### src/rtl/logic_unit_seq_if.sv
// Handshake bundle for the slice-serial logic unit: operand request in, result out.
// Latency: none, wires only.
// Backpressure: in_valid/in_ready on the request side, out_valid/out_ready on the result side.
interface logic_unit_seq_if #(
   parameter int WIDTH = 32
);
   logic             in_valid;
   logic             in_ready;
   logic [WIDTH-1:0] a;
   logic [WIDTH-1:0] b;
   logic [2:0]       op;
   logic             out_valid;
   logic             out_ready;
   logic [WIDTH-1:0] out;
   logic             zero;
   logic             busy;

   // Requester / result consumer side
   modport master (
      output in_valid, a, b, op, out_ready,
      input  in_ready, out_valid, out, zero, busy
   );

   // Logic unit side
   modport slave (
      input  in_valid, a, b, op, out_ready,
      output in_ready, out_valid, out, zero, busy
   );
endinterface

### src/rtl/logic_unit_seq.sv
// Slice-serial bitwise logic unit: latches a/b/op, evaluates SLICE bits per cycle LSB first.
// Latency: result valid N=WIDTH/SLICE cycles after acceptance; one op per N+2 cycles at best.
// Backpressure: in_ready only in IDLE; result held in DONE until out_ready.
module logic_unit_seq #(
   parameter int WIDTH = 32,
   parameter int SLICE = 4
) (
   input  logic          clk,
   input  logic          rst,
   logic_unit_seq_if.slave bus
);
   localparam int N  = WIDTH / SLICE;
   localparam int CW = (N > 1) ? $clog2(N) : 1;

   typedef enum logic [1:0] {IDLE, BUSY, DONE} state_t;

   state_t           state;
   state_t           state_nxt;
   logic [WIDTH-1:0] a_q;
   logic [WIDTH-1:0] b_q;
   logic [2:0]       op_q;
   logic [CW-1:0]    cnt;
   logic [WIDTH-1:0] out_q;
   logic [WIDTH-1:0] out_nxt;
   logic             zero_q;
   logic             last;
   logic [SLICE-1:0] sa;
   logic [SLICE-1:0] sb;
   logic [SLICE-1:0] sr;
   int               base;

   assign last     = (cnt == CW'(N - 1));
   assign bus.out  = out_q;
   assign bus.zero = zero_q;

   // Evaluate the current slice and build the result as it will look after this edge
   always_comb begin
      base = int'(cnt) * SLICE;
      sa   = a_q[base +: SLICE];
      sb   = b_q[base +: SLICE];
      case (op_q)
         3'b000:  sr = sa & sb;
         3'b001:  sr = sa | sb;
         3'b010:  sr = sa ^ sb;
         3'b011:  sr = ~(sa | sb);
         3'b100:  sr = ~(sa ^ sb);
         3'b101:  sr = ~(sa & sb);
         3'b110:  sr = sa & ~sb;
         default: sr = ~sa;
      endcase
      out_nxt = out_q;
      out_nxt[base +: SLICE] = sr;
   end

   // State register
   always_ff @(posedge clk) begin
      if (rst) state <= IDLE;
      else     state <= state_nxt;
   end

   // Next state and state-decoded handshake outputs
   always_comb begin
      state_nxt     = state;
      bus.in_ready  = 1'b0;
      bus.busy      = 1'b0;
      bus.out_valid = 1'b0;
      case (state)
         IDLE: begin
            bus.in_ready = 1'b1;
            if (bus.in_valid) state_nxt = BUSY;
         end
         BUSY: begin
            bus.busy = 1'b1;
            if (last) state_nxt = DONE;
         end
         DONE: begin
            bus.out_valid = 1'b1;
            if (bus.out_ready) state_nxt = IDLE;
         end
         default: state_nxt = IDLE;
      endcase
   end

   // Operand capture, slice write-back and zero flag; operands are only sampled on acceptance
   always_ff @(posedge clk) begin
      if (rst) begin
         a_q    <= '0;
         b_q    <= '0;
         op_q   <= '0;
         cnt    <= '0;
         out_q  <= '0;
         zero_q <= 1'b1;
      end else begin
         case (state)
            IDLE: begin
               if (bus.in_valid) begin
                  a_q   <= bus.a;
                  b_q   <= bus.b;
                  op_q  <= bus.op;
                  out_q <= '0;
                  cnt   <= '0;
               end
            end
            BUSY: begin
               out_q <= out_nxt;
               if (last) begin
                  cnt    <= '0;
                  zero_q <= (out_nxt == '0);
               end else begin
                  cnt <= cnt + CW'(1);
               end
            end
            default: ;
         endcase
      end
   end
endmodule
### src/flat_wrapper.sv
// flat-port wrapper written by rule: the top's interface ports become plain ports
module logic_unit_seq_flat 
#(
   parameter int WIDTH = 32,
   parameter int SLICE = 4
)
  (clk, rst, bus_in_valid, bus_a, bus_b, bus_op, bus_out_ready, bus_in_ready, bus_out_valid, bus_out, bus_zero, bus_busy);
  logic_unit_seq_if #(.WIDTH(WIDTH)) bus_i ();
  input  logic clk;
  input  logic rst;
  input wire logic [$bits(bus_i.in_valid)-1:0] bus_in_valid;
  input wire logic [$bits(bus_i.a)-1:0] bus_a;
  input wire logic [$bits(bus_i.b)-1:0] bus_b;
  input wire logic [$bits(bus_i.op)-1:0] bus_op;
  input wire logic [$bits(bus_i.out_ready)-1:0] bus_out_ready;
  output wire logic [$bits(bus_i.in_ready)-1:0] bus_in_ready;
  output wire logic [$bits(bus_i.out_valid)-1:0] bus_out_valid;
  output wire logic [$bits(bus_i.out)-1:0] bus_out;
  output wire logic [$bits(bus_i.zero)-1:0] bus_zero;
  output wire logic [$bits(bus_i.busy)-1:0] bus_busy;
  assign bus_i.in_valid = bus_in_valid;
  assign bus_i.a = bus_a;
  assign bus_i.b = bus_b;
  assign bus_i.op = bus_op;
  assign bus_i.out_ready = bus_out_ready;
  assign bus_in_ready = bus_i.in_ready;
  assign bus_out_valid = bus_i.out_valid;
  assign bus_out = bus_i.out;
  assign bus_zero = bus_i.zero;
  assign bus_busy = bus_i.busy;
  logic_unit_seq #(.WIDTH(WIDTH), .SLICE(SLICE)) u_core (.clk(clk), .rst(rst), .bus(bus_i));
endmodule
### config.mk
export PLATFORM = sky130hd
export DESIGN_NAME = logic_unit_seq_flat
export DESIGN_NICKNAME = d
export VERILOG_FILES = /design/src/rtl/logic_unit_seq_if.sv /design/src/rtl/logic_unit_seq.sv /design/src/flat_wrapper.sv
export SDC_FILE = /design/constraint.sdc
export NUM_CORES = 1
export LEC_CHECK = 0
export ABC_AREA = 1
export ABC_CLOCK_PERIOD_IN_PS = 4100
export BUFFER_PORTS_ARGS = -buffer_cell sky130_fd_sc_hd__buf_4
export CAP_MARGIN = 20
export CORE_UTILIZATION = 40
export DETAILED_ROUTE_END_ITERATION = 8
export MAX_ROUTING_LAYER = met4
export PLACE_DENSITY = 0.63
export SYNTH_ARGS = -nofsm -noshare
export SYNTH_HDL_FRONTEND = slang
export SYNTH_SLANG_ARGS = --single-unit
### constraint.sdc
create_clock -name clk -period 4.1 [get_ports clk]
set_input_delay 0.41 -clock clk [delete_from_list [all_inputs] [get_ports clk]]
set_output_delay 0.41 -clock clk [all_outputs]
set_load 0.02 [all_outputs]
==> results of run 1 <==
==> logic make-up after synthesis <==
| kind of cell | count (synthesis) |
|---|---|
| simple gates | 419 |
| compound gates | 180 |
| fa+ha+maj | 19 |
| buf+inv | 120 |
| flops | 105 |
==> worst min-delay path, stage by stage <==
cell and delay, ns:
buf_4 0.07, o21ai_0 0.07, nor2_1 0.08
==> cell type report <==
cell class | count | area [um2] | share of cell area
Multi-Input combinational cell | 618 | 2950 | 0.438
Sequential cell | 105 | 2100 | 0.312
Timing Repair Buffer | 117 | 898 | 0.133
Inverter | 72 | 270 | 0.0401
Clock buffer | 9 | 225 | 0.0334
Tap cell | 176 | 220 | 0.0327
Clock inverter | 6 | 67.6 | 0.0100
==> worst max path at each step <==
stage	startpoint	end	slack, ns	cells after the start
after floorplan	u_core.cnt[0]$_SDFFE_PP0P_	u_core.bus.zero$_SDFFE_PP1P_	1.20	23
after global placement	u_core.cnt[1]$_SDFFE_PP0P_	u_core.bus.zero$_SDFFE_PP1P_	1.05	20
after detailed placement	u_core.cnt[1]$_SDFFE_PP0P_	u_core.bus.zero$_SDFFE_PP1P_	0.98	20
after CTS	u_core.cnt[1]$_SDFFE_PP0P_	u_core.bus.zero$_SDFFE_PP1P_	0.93	20
after global routing	u_core.cnt[1]$_SDFFE_PP0P_	u_core.bus.zero$_SDFFE_PP1P_	0.60	22
final	u_core.cnt[1]$_SDFFE_PP0P_	u_core.bus.zero$_SDFFE_PP1P_	0.99	20
==> layout by cell type, fill, tap and decap left out <==
| cell | count |
|---|---|
| a21oi_1 | 71 |
| buf_16 | 1 |
| buf_4 | 116 |
| bufinv_16 | 1 |
| clkbuf_16 | 9 |
| clkinv_2 | 1 |
| clkinv_4 | 1 |
| clkinvlp_4 | 2 |
| dfxtp_1 | 105 |
| ha_1 | 19 |
| inv_1 | 68 |
| inv_2 | 4 |
| inv_6 | 1 |
| nand2_1 | 188 |
| nand2_2 | 1 |
| nand3_1 | 53 |
| nand3b_1 | 3 |
| nand4_1 | 24 |
| nor2_1 | 130 |
| nor2_2 | 5 |
| nor3_1 | 1 |
| nor3_2 | 5 |
| nor4_4 | 1 |
| o21a_1 | 1 |
| o21ai_0 | 94 |
| o21ai_1 | 6 |
| o221ai_1 | 2 |
| o22ai_1 | 6 |
| or2_1 | 2 |
| or2_2 | 6 |
==> registers in the layout, summed over array words and instances (netlist names) <==
| register | flops |
|---|---|
| u_core.bus.out | 32 |
| u_core.state | 2 |
| u_core.a_q | 32 |
| u_core.b_q | 32 |
| u_core.op_q | 3 |
| u_core.bus.zero | 1 |
| u_core.cnt | 3 |
==> where the power goes <==
group,switching [mW],internal [mW]
Sequential,0.0314,1.08
Clock,0.396,0.472
Combinational,0.323,0.189
Total,0.750,1.74
==> per-stage QoR <==
stage / cell area (um2) / instances
floorplan: 5530 / 843
global placement: 6410 / 1087
detailed placement: 6440 / 1088
CTS: 6740 / 1103
global route: 6740 / 1103
finish: 6740 / 1103
==> layer usage <==
metal	track usage	vias to the layer above	wire length [um]
met2	0.318	102	6320
met5	-	-	0
met1	0.292	2422	7110
met4	0.0516	0	185
li1	-	2904	-
met3	0.0485	16	617
==> reports/summary.txt, run 1 <==
Die Area: 14300 um2
hold_buf cts: 0
Clock Skew: 0.0101 ns
hold path endpoint: u_core.b_q[2]$_SDFFE_PP0P_
vias: 5444
simple-gate share of the synthesized area: 0.323
CP most frequent cell: nand2_1
initial antenna violation count: 0
Synth Area per Inst: 6.56 um2
Die Wd: 120 um
outcome: completed
worst slew pin tran: 0.706 ns
setup_tns: 0 ns
final setup margin: 0.993 ns
gr ovfl total: 0
R2R setup slack: 0.99 ns
top cells by area, synth: dfxtp_1 38%, nand2_1 13%, nor2_1 9.0%, o21ai_0 8.5%, a21oi_1 6.4%
post-cts sizing count: 0
top cell type's share of synthesized area: 0.380
main combinational cell family by area after synthesis: simple AND/OR/NAND/NOR gates
most common cell in the synthesized netlist: nand2_1
RSZ-0062 raised after global routing: false
Routed Antenna Nets: 0
routed wire length per instance: 12.9 um
synthesis-to-layout area growth: 21.8%
Post-DP HPWL: 10300 um
Max Fclk: 322 MHz
Post-Synth XOR/XNOR Area: 0
Final Critical Period: 3.11 ns
ANT cells: 0
Mapped Nets: 933
Routed WL: 14200 um
mux share of post-synthesis cell area: 0
Post-Syn Instances: 843
Startpoint Class: register
DRC: 0
Std-Cell Rows: 42
yosys warns: 0
maximum buffer depth of the clock tree: 2
Min-Delay Path Class: in -> reg
worst path buffer plus inverter count: 3
critical path data required time: 4.36 ns
worst stage delay on the critical path: 0.40 ns
Root Buffer: clkbuf_16
final worst-path cycle share: 0.758
port buffer count: 106
final hold vios: 0
Synth async-reset ratio: 0
slowest CP cell: inv_1
# IOs: 107
synth cell count leaders: 189 x nand2_1, 132 x nor2_1, 105 x dfxtp_1
DP Worst Slack: 0.981 ns
GRT Total Usage: 0.213
CTS buffer count: 9
R2R cell count: 20
share of cells above drive strength 1: 0.166
Syn Std Cell Area: 5530 um2
VDD IR-drop max: 0.000264 V
worst hold start: bus_b[2]
worst-path fanout max: 16
Worst EP arrival: 3.37 ns
FF-to-FF End: u_core.bus.zero$_SDFFE_PP1P_
vias in the first global route: 5038
leakage power: 3.01 nW
area leader, netlist: dfxtp_1
post-synthesis cell type count: 26
drt via density: 4.94
Worst-Skew Late Latency: 0.36 ns
Post-synth EDFFs: 0
core footprint: 13300 um2
GP Congestion: 0.881
Pins Over Slew Limit: 0
drt initial violations: 366
cell family with most CP delay: simple AND/OR/NAND/NOR gates
first-pass GRT wire length: 23800 um
RR Startpoint: u_core.cnt[1]$_SDFFE_PP0P_
Clock transition at path regs: 0.07 ns
Die Ht: 120 um
Slew HR: 0.530
Seq/Total Area, Yosys: 0.380
H-tree depth: 3
Fillers: 1423
max-cap viol count: 0
CTS tree: yes
Post-CTS Setup Bufs: 0
Worst Hold Depth: 3
nets: 1013
Setup violations, final: 0
worst path cell trace: inv_1 > o21ai_0 > o22ai_1 > inv_1 > o21ai_0 > inv_1 > ha_1 > nand3b_1 > nand2_1 > nor2_1 > nand2_1 > nand3_1 > nor2_1 > nand3_1 > nand2_1 > nor2_1 > nand2_1 > nor2_1 > nand3_1 > nand2_1
Pwr Total: 2.49 mW
post-synthesis compound-gate area fraction: 0.166
adder-cell area share of the yosys netlist: 0.0430
FF+latch count, synth: 105
Util after Layout: 0.505
worst hold slack: 0.299 ns
largest net degree at the start of global routing: 93
Initial Util: 0.414
Sink Count: 105
CP Class: reg -> reg
pwr dens: 370 nW/um2
drt pass-1 iters: 4
Top FF cell, synth: dfxtp_1
critical path capture point type: register
No activity file was read; power rests on OpenSTA's default activity.
==> inputs of run 2 (changes only) <==
--- a/config.mk
+++ b/config.mk
@@ -6,13 +6,13 @@
 export NUM_CORES = 1
 export LEC_CHECK = 0
 export ABC_AREA = 1
-export ABC_CLOCK_PERIOD_IN_PS = 4100
+export ABC_CLOCK_PERIOD_IN_PS = 2800
 export BUFFER_PORTS_ARGS = -buffer_cell sky130_fd_sc_hd__buf_4
 export CAP_MARGIN = 20
 export CORE_UTILIZATION = 40
 export DETAILED_ROUTE_END_ITERATION = 8
 export MAX_ROUTING_LAYER = met4
-export PLACE_DENSITY = 0.63
+export PLACE_DENSITY = 0.65
 export SYNTH_ARGS = -nofsm -noshare
 export SYNTH_HDL_FRONTEND = slang
 export SYNTH_SLANG_ARGS = --single-unit
==> constraint.sdc (replaced) <==
create_clock -name clk -period 2.8 [get_ports clk]
set_input_delay 0.28 -clock clk [delete_from_list [all_inputs] [get_ports clk]]
set_output_delay 0.28 -clock clk [all_outputs]
set_load 0.02 [all_outputs]
==> reports/summary.txt, run 2 (synthesis gave the netlist of run 1 again) <==
pwr dens: 535 nW/um2 (was 370 nW/um2)
Worst-Skew Late Latency: 0.37 ns (was 0.36 ns)
Worst EP arrival: 2.97 ns (was 3.37 ns)
VDD IR-drop max: 0.000318 V (was 0.000264 V)
max-cap viol count: 0 (unchanged)
critical path endpoint: u_core.bus.zero$_SDFFE_PP1P_ (unchanged)
first-pass GRT wire length: 24800 um (was 23800 um)
Slew HR: 0.700 (was 0.530)
R2R cell count: 23 (was 20)
worst path cell trace: inv_4 > clkbuf_16 > clkbuf_16 > nand2_1 > nand3_1 > nand3_2 > nand2_2 > inv_1 > ha_1 > nand4_1 > o21ai_1 > nor2_1 > nand2_2 > nand2_1 > nor2_2 > buf_4 > nand4_1 > nand2_1 > nor2_1 > nand2_1 > nor2_2 > nand3_1 > nand2_1 (was inv_1 > o21ai_0 > o22ai_1 > inv_1 > o21ai_0 > inv_1 > ha_1 > nand3b_1 > nand2_1 > nor2_1 > nand2_1 > nand3_1 > nor2_1 > nand3_1 > nand2_1 > nor2_1 > nand2_1 > nor2_1 > nand3_1 > nand2_1)
Root Buffer: clkbuf_16 (unchanged)
drt initial violations: 366 (unchanged)
vias: 5752 (was 5444)
routed wire length per instance: 13.8 um (was 12.9 um)
Pins Over Slew Limit: 0 (unchanged)
share of cells above drive strength 1: 0.254 (was 0.166)
Util after Layout: 0.555 (was 0.505)
placed instance area: 6610 um2 (was 6440 um2)
Post-DP HPWL: 10500 um (was 10300 um)
Setup violations, final: 0 (unchanged)
Final Critical Period: 2.66 ns (was 3.11 ns)
most common cell after layout, fill and taps aside: nand2_1 (unchanged)
largest net degree at the start of global routing: 100 (was 93)
Setup crit start: u_core.cnt[0]$_SDFFE_PP0P_ (was u_core.cnt[1]$_SDFFE_PP0P_)
Startpoint Class: register (unchanged)
ANT cells: 0 (unchanged)
commonest cells after routing, fill and taps aside: 178 x nand2_1, 135 x buf_4, 120 x nor2_1 (was 188 x nand2_1, 130 x nor2_1, 116 x buf_4)
nets: 1045 (was 1013)
GP Congestion: 0.898 (was 0.881)
worst slew pin tran: 0.450 ns (was 0.706 ns)
Max Fclk: 376 MHz (was 322 MHz)
Sink Count: 105 (unchanged)
worst stage delay on the critical path: 0.38 ns (was 0.40 ns)
Die Wd: 120 um (unchanged)
CP most frequent cell: nand2_1 (unchanged)
final hold vios: 0 (unchanged)
leakage power: 3.29 nW (was 3.01 nW)
gr ovfl total: 0 (unchanged)
CTS buffer count: 9 (unchanged)
vias in the first global route: 5306 (was 5038)
FF+latch area: 2110 um2 (was 2100 um2)
area of the multi-input gates: 3190 um2 (was 2950 um2)
Routed Antenna Nets: 0 (unchanged)
GRT Total Usage: 0.220 (was 0.213)
Min-Delay Path Class: in -> reg (unchanged)
final worst-path cycle share: 0.949 (was 0.758)
DRC: 0 (unchanged)
outcome: completed (unchanged)
critical path capture point type: register (unchanged)
CTS tree: yes (unchanged)
worst-path fanout max: 8 (was 16)
RR Startpoint: u_core.cnt[0]$_SDFFE_PP0P_ (was u_core.cnt[1]$_SDFFE_PP0P_)
maximum buffer depth of the clock tree: 2 (unchanged)
FF-to-FF End: u_core.bus.zero$_SDFFE_PP1P_ (unchanged)
worst hold slack: 0.155 ns (was 0.299 ns)
setup_tns: 0 ns (unchanged)
placed insts: 1106 (was 1088)
CP Class: reg -> reg (unchanged)
Std-Cell Rows: 42 (unchanged)
core footprint: 13300 um2 (unchanged)
cell area after layout: 7410 um2 (was 6740 um2)
synthesis-to-layout area growth: 34.0% (was 21.8%)
Fillers: 1288 (was 1423)
Die Area: 14300 um2 (unchanged)
RSZ-0062 raised after global routing: true (was false)
Initial Util: 0.414 (unchanged)
critical path data required time: 3.11 ns (was 4.36 ns)
hold_buf cts: 0 (unchanged)
Clock Skew: 0.0115 ns (was 0.0101 ns)
R2R setup slack: 0.14 ns (was 0.99 ns)
slowest CP cell: dfxtp_4 (was inv_1)
initial antenna violation count: 0 (unchanged)
drt via density: 5.06 (was 4.94)
filler-free cell count of the finished design: 1136 (was 1103)
# IOs: 107 (unchanged)
H-tree depth: 3 (unchanged)
Routed WL: 15600 um (was 14200 um)
port buffer count: 106 (unchanged)
Clock transition at path regs: 0.08 ns (was 0.07 ns)
drt pass-1 iters: 5 (was 4)
Die Ht: 120 um (unchanged)
-- run 2: area by class of cell --
cell class,count,share of cell area
Multi-Input combinational cell,618,0.430
Sequential cell,105,0.284
Timing Repair Buffer,149,0.175
Inverter,72,0.0373
Clock buffer,9,0.0304
Tap cell,176,0.0297
Clock inverter,7,0.0130
-- run 2: timing repair --
item                       CTS  global route
cloned                       0             5
resized for setup            9            75
setup endpoints to repair    3            20
setup buffers                0            10
pin swaps                    1            46
-- run 2: worst max-delay path, delay by kind of cell, from the launching register on --
kind | cells | cell delay (ns)
compound gates | 1 | 0.08
buf+inv | 5 | 0.60
fa+ha+maj | 1 | 0.19
flops | 1 | 0.38
simple gates | 16 | 1.36
-- run 2: worst min path at each step --
stage                     cells after the start  slack (ns)                     endpoint                        start
final                                         3        0.16   u_core.b_q[3]$_SDFFE_PP0P_                     bus_b[3]
after global routing                          3        0.16   u_core.b_q[3]$_SDFFE_PP0P_                     bus_b[3]
after CTS                                     3        0.15   u_core.b_q[3]$_SDFFE_PP0P_                     bus_b[3]
after detailed placement                      2        0.45  u_core.a_q[22]$_SDFFE_PP0P_  u_core.a_q[22]$_SDFFE_PP0P_
after global placement                        2        0.44  u_core.a_q[13]$_SDFFE_PP0P_  u_core.a_q[13]$_SDFFE_PP0P_
after floorplan                               2        0.43  u_core.a_q[12]$_SDFFE_PP0P_  u_core.a_q[12]$_SDFFE_PP0P_
-- run 2: layer usage --
layer,vias up,GRT usage,part of all wire
li1,2984,-,-
met4,0,0.0750,0.012
met5,-,-,0
met2,125,0.339,0.47
met1,2630,0.293,0.47
met3,13,0.0371,0.044
-- run 2: stage by stage --
step                      power (mW)  worst slack (ns)
final                           3.96             0.141
after global placement          2.46           -0.0764
after global routing            4.17            -0.165
after detailed placement        2.46            -0.110
after floorplan                 2.18            0.0399
after CTS                       3.82            0.0204
-- run 2: where the power goes --
| part | switching (mW) | internal [mW] |
|---|---|---|
| combinational | 0.551 | 0.421 |
| clock | 0.630 | 0.723 |
| sequential | 0.0540 | 1.58 |
| total | 1.24 | 2.73 |
==> inputs of run 3 (changes only) <==
--- a/config.mk
+++ b/config.mk
@@ -9,10 +9,10 @@
 export ABC_CLOCK_PERIOD_IN_PS = 2800
 export BUFFER_PORTS_ARGS = -buffer_cell sky130_fd_sc_hd__buf_4
 export CAP_MARGIN = 20
-export CORE_UTILIZATION = 40
+export CORE_UTILIZATION = 50
 export DETAILED_ROUTE_END_ITERATION = 8
 export MAX_ROUTING_LAYER = met4
-export PLACE_DENSITY = 0.65
+export PLACE_DENSITY = 0.78
 export SYNTH_ARGS = -nofsm -noshare
 export SYNTH_HDL_FRONTEND = slang
 export SYNTH_SLANG_ARGS = --single-unit
==> reports/summary.txt, run 3 (synthesis gave the netlist of run 1 again) <==
outcome: completed (unchanged)
GRT Total Usage: 0.256 (was 0.220)
GP Congestion: 0.918 (was 0.898)
share of cells above drive strength 1: 0.263 (was 0.254)
port buffer count: 106 (unchanged)
DRC: 0 (unchanged)
Slew HR: 0.489 (was 0.700)
Worst-Skew Late Latency: 0.39 ns (was 0.37 ns)
drt pass-1 iters: 5 (unchanged)
Clock Skew: 0.0188 ns (was 0.0115 ns)
critical path data required time: 3.12 ns (was 3.11 ns)
Min-Delay Path Class: in -> reg (unchanged)
ANT cells: 0 (unchanged)
Routed Antenna Nets: 0 (unchanged)
Initial Util: 0.512 (was 0.414)
hold_buf cts: 0 (unchanged)
gr ovfl total: 0 (unchanged)
DP Worst Slack: -0.124 ns (was -0.110 ns)
final worst-path cycle share: 0.984 (was 0.949)
drt initial violations: 416 (was 366)
Startpoint Class: register (unchanged)
placed instance area: 6500 um2 (was 6610 um2)
cell area after layout: 7250 um2 (was 7410 um2)
CTS buffer count: 9 (unchanged)
filler-free cell count of the finished design: 1099 (was 1136)
commonest cells after routing, fill and taps aside: 171 x nand2_1, 136 x buf_4, 124 x nor2_1 (was 178 x nand2_1, 135 x buf_4, 120 x nor2_1)
final hold vios: 0 (unchanged)
worst-path fanout max: 6 (was 8)
Post-DP HPWL: 9970 um (was 10500 um)
setup_tns: 0 ns (unchanged)
area of the multi-input gates: 3230 um2 (was 3190 um2)
first-pass GRT wire length: 23000 um (was 24800 um)
RSZ-0062 raised after global routing: true (unchanged)
Die Ht: 107 um (was 120 um)
FF+latch area: 2110 um2 (unchanged)
H-tree depth: 3 (unchanged)
VDD IR-drop max: 0.000251 V (was 0.000318 V)
nets: 1044 (was 1045)
vias: 5884 (was 5752)
Die Wd: 107 um (was 120 um)
largest net degree at the start of global routing: 99 (was 100)
Die Area: 11500 um2 (was 14300 um2)
Pins Over Slew Limit: 0 (unchanged)
routed wire length per instance: 13.8 um (about the same)
initial antenna violation count: 0 (unchanged)
critical path capture point type: register (unchanged)
core footprint: 10800 um2 (was 13300 um2)
Final Critical Period: 2.76 ns (was 2.66 ns)
Setup violations, final: 0 (unchanged)
Max Fclk: 363 MHz (was 376 MHz)
worst slew pin tran: 0.767 ns (was 0.450 ns)
leakage power: 3.22 nW (was 3.29 nW)
Root Buffer: clkbuf_8 (was clkbuf_16)
pwr dens: 504 nW/um2 (was 535 nW/um2)
final setup margin: 0.0435 ns (was 0.141 ns)
Sink Count: 105 (unchanged)
# IOs: 107 (unchanged)
most common cell after layout, fill and taps aside: nand2_1 (unchanged)
Routed WL: 15200 um (was 15600 um)
synthesis-to-layout area growth: 31.1% (was 34.0%)
drt via density: 5.35 (was 5.06)
maximum buffer depth of the clock tree: 2 (unchanged)
CTS tree: yes (unchanged)
placed insts: 1069 (was 1106)
Worst EP arrival: 3.08 ns (was 2.97 ns)
Clock transition at path regs: 0.12 ns (was 0.08 ns)
Fillers: 977 (was 1288)
CP Class: reg -> reg (unchanged)
max-cap viol count: 0 (unchanged)
Std-Cell Rows: 38 (was 42)
vias in the first global route: 4939 (was 5306)
-- run 3: cell count changes in the layout (fill, tap and decap cells not counted), sizes merged --
cell / delta
clkinv: +1
clkbuf: -1
clkinvlp: -1
-- run 3: per-stage QoR --
stage               utilization  power (mW)  hold WS [ns]
finish                    0.672        3.66         0.135
global route              0.672        3.84         0.155
CTS                       0.624        3.43         0.131
detailed placement        0.603        2.42         0.445
global placement          0.603        2.42         0.441
floorplan                     -        2.18         0.429
-- run 3: cell type report --
class                      instances  area share
clock buffer                       9      0.0171
clock inverter                     7      0.0128
inverter                          72      0.0381
multi-input combinational        618       0.446
sequential                       105       0.291
tap                              140      0.0242
timing repair buffer             148       0.171
-- run 3: worst paths after layout --
check | startpoint | end | slack [ns] | cells past startpoint
worst min-delay path | bus_b[7] | u_core.b_q[7]$_SDFFE_PP0P_ | 0.14 | 3
worst max register to register | u_core.cnt[0]$_SDFFE_PP0P_ | u_core.bus.zero$_SDFFE_PP1P_ | 0.04 | 19
worst min register to register | u_core.a_q[29]$_SDFFE_PP0P_ | u_core.a_q[29]$_SDFFE_PP0P_ | 0.46 | 2
worst max-delay path | u_core.cnt[0]$_SDFFE_PP0P_ | u_core.bus.zero$_SDFFE_PP1P_ | 0.04 | 19
-- run 3: what timing repair did --
| action | in CTS | in global routing |
|---|---|---|
| endpoints found under the setup margin | 8 | 21 |
| gates resized for setup | 7 | 101 |
| setup buffers | 0 | 10 |
| pin swaps | 0 | 55 |
| cloned | 0 | 5 |
-- run 3: critical path: stages (launching register included) --
cell       delay [ns]
dfxtp_4          0.42
buf_6            0.12
clkbuf_16        0.13
o21ai_2          0.05
o221ai_1         0.30
o21ai_2          0.18
ha_4             0.30
nand3b_1         0.09
nand2_1          0.06
nor2_1           0.13
nand2_2          0.11
nand4_1          0.13
nand2_1          0.06
o21ai_1          0.09
nand2_1          0.07
nor2_1           0.10
nand2_1          0.07
nor2_2           0.15
nand3_1          0.10
nand2_1          0.06
-- run 3: metal layers --
metal,vias to the layer above,global-route usage,share of wire
met5,-,-,0
met4,0,0.0705,0.013
met3,21,0.0280,0.047
met2,176,0.399,0.48
met1,2713,0.352,0.46
li1,2974,-,-
-- run 3: power by group --
| part | internal (mW) | total [mW] | switching (mW) |
|---|---|---|---|
| registers | 1.58 | 1.64 | 0.0534 |
| clock network | 0.439 | 1.03 | 0.591 |
| logic | 0.419 | 0.991 | 0.573 |
| total | 2.44 | 3.66 | 1.22 |
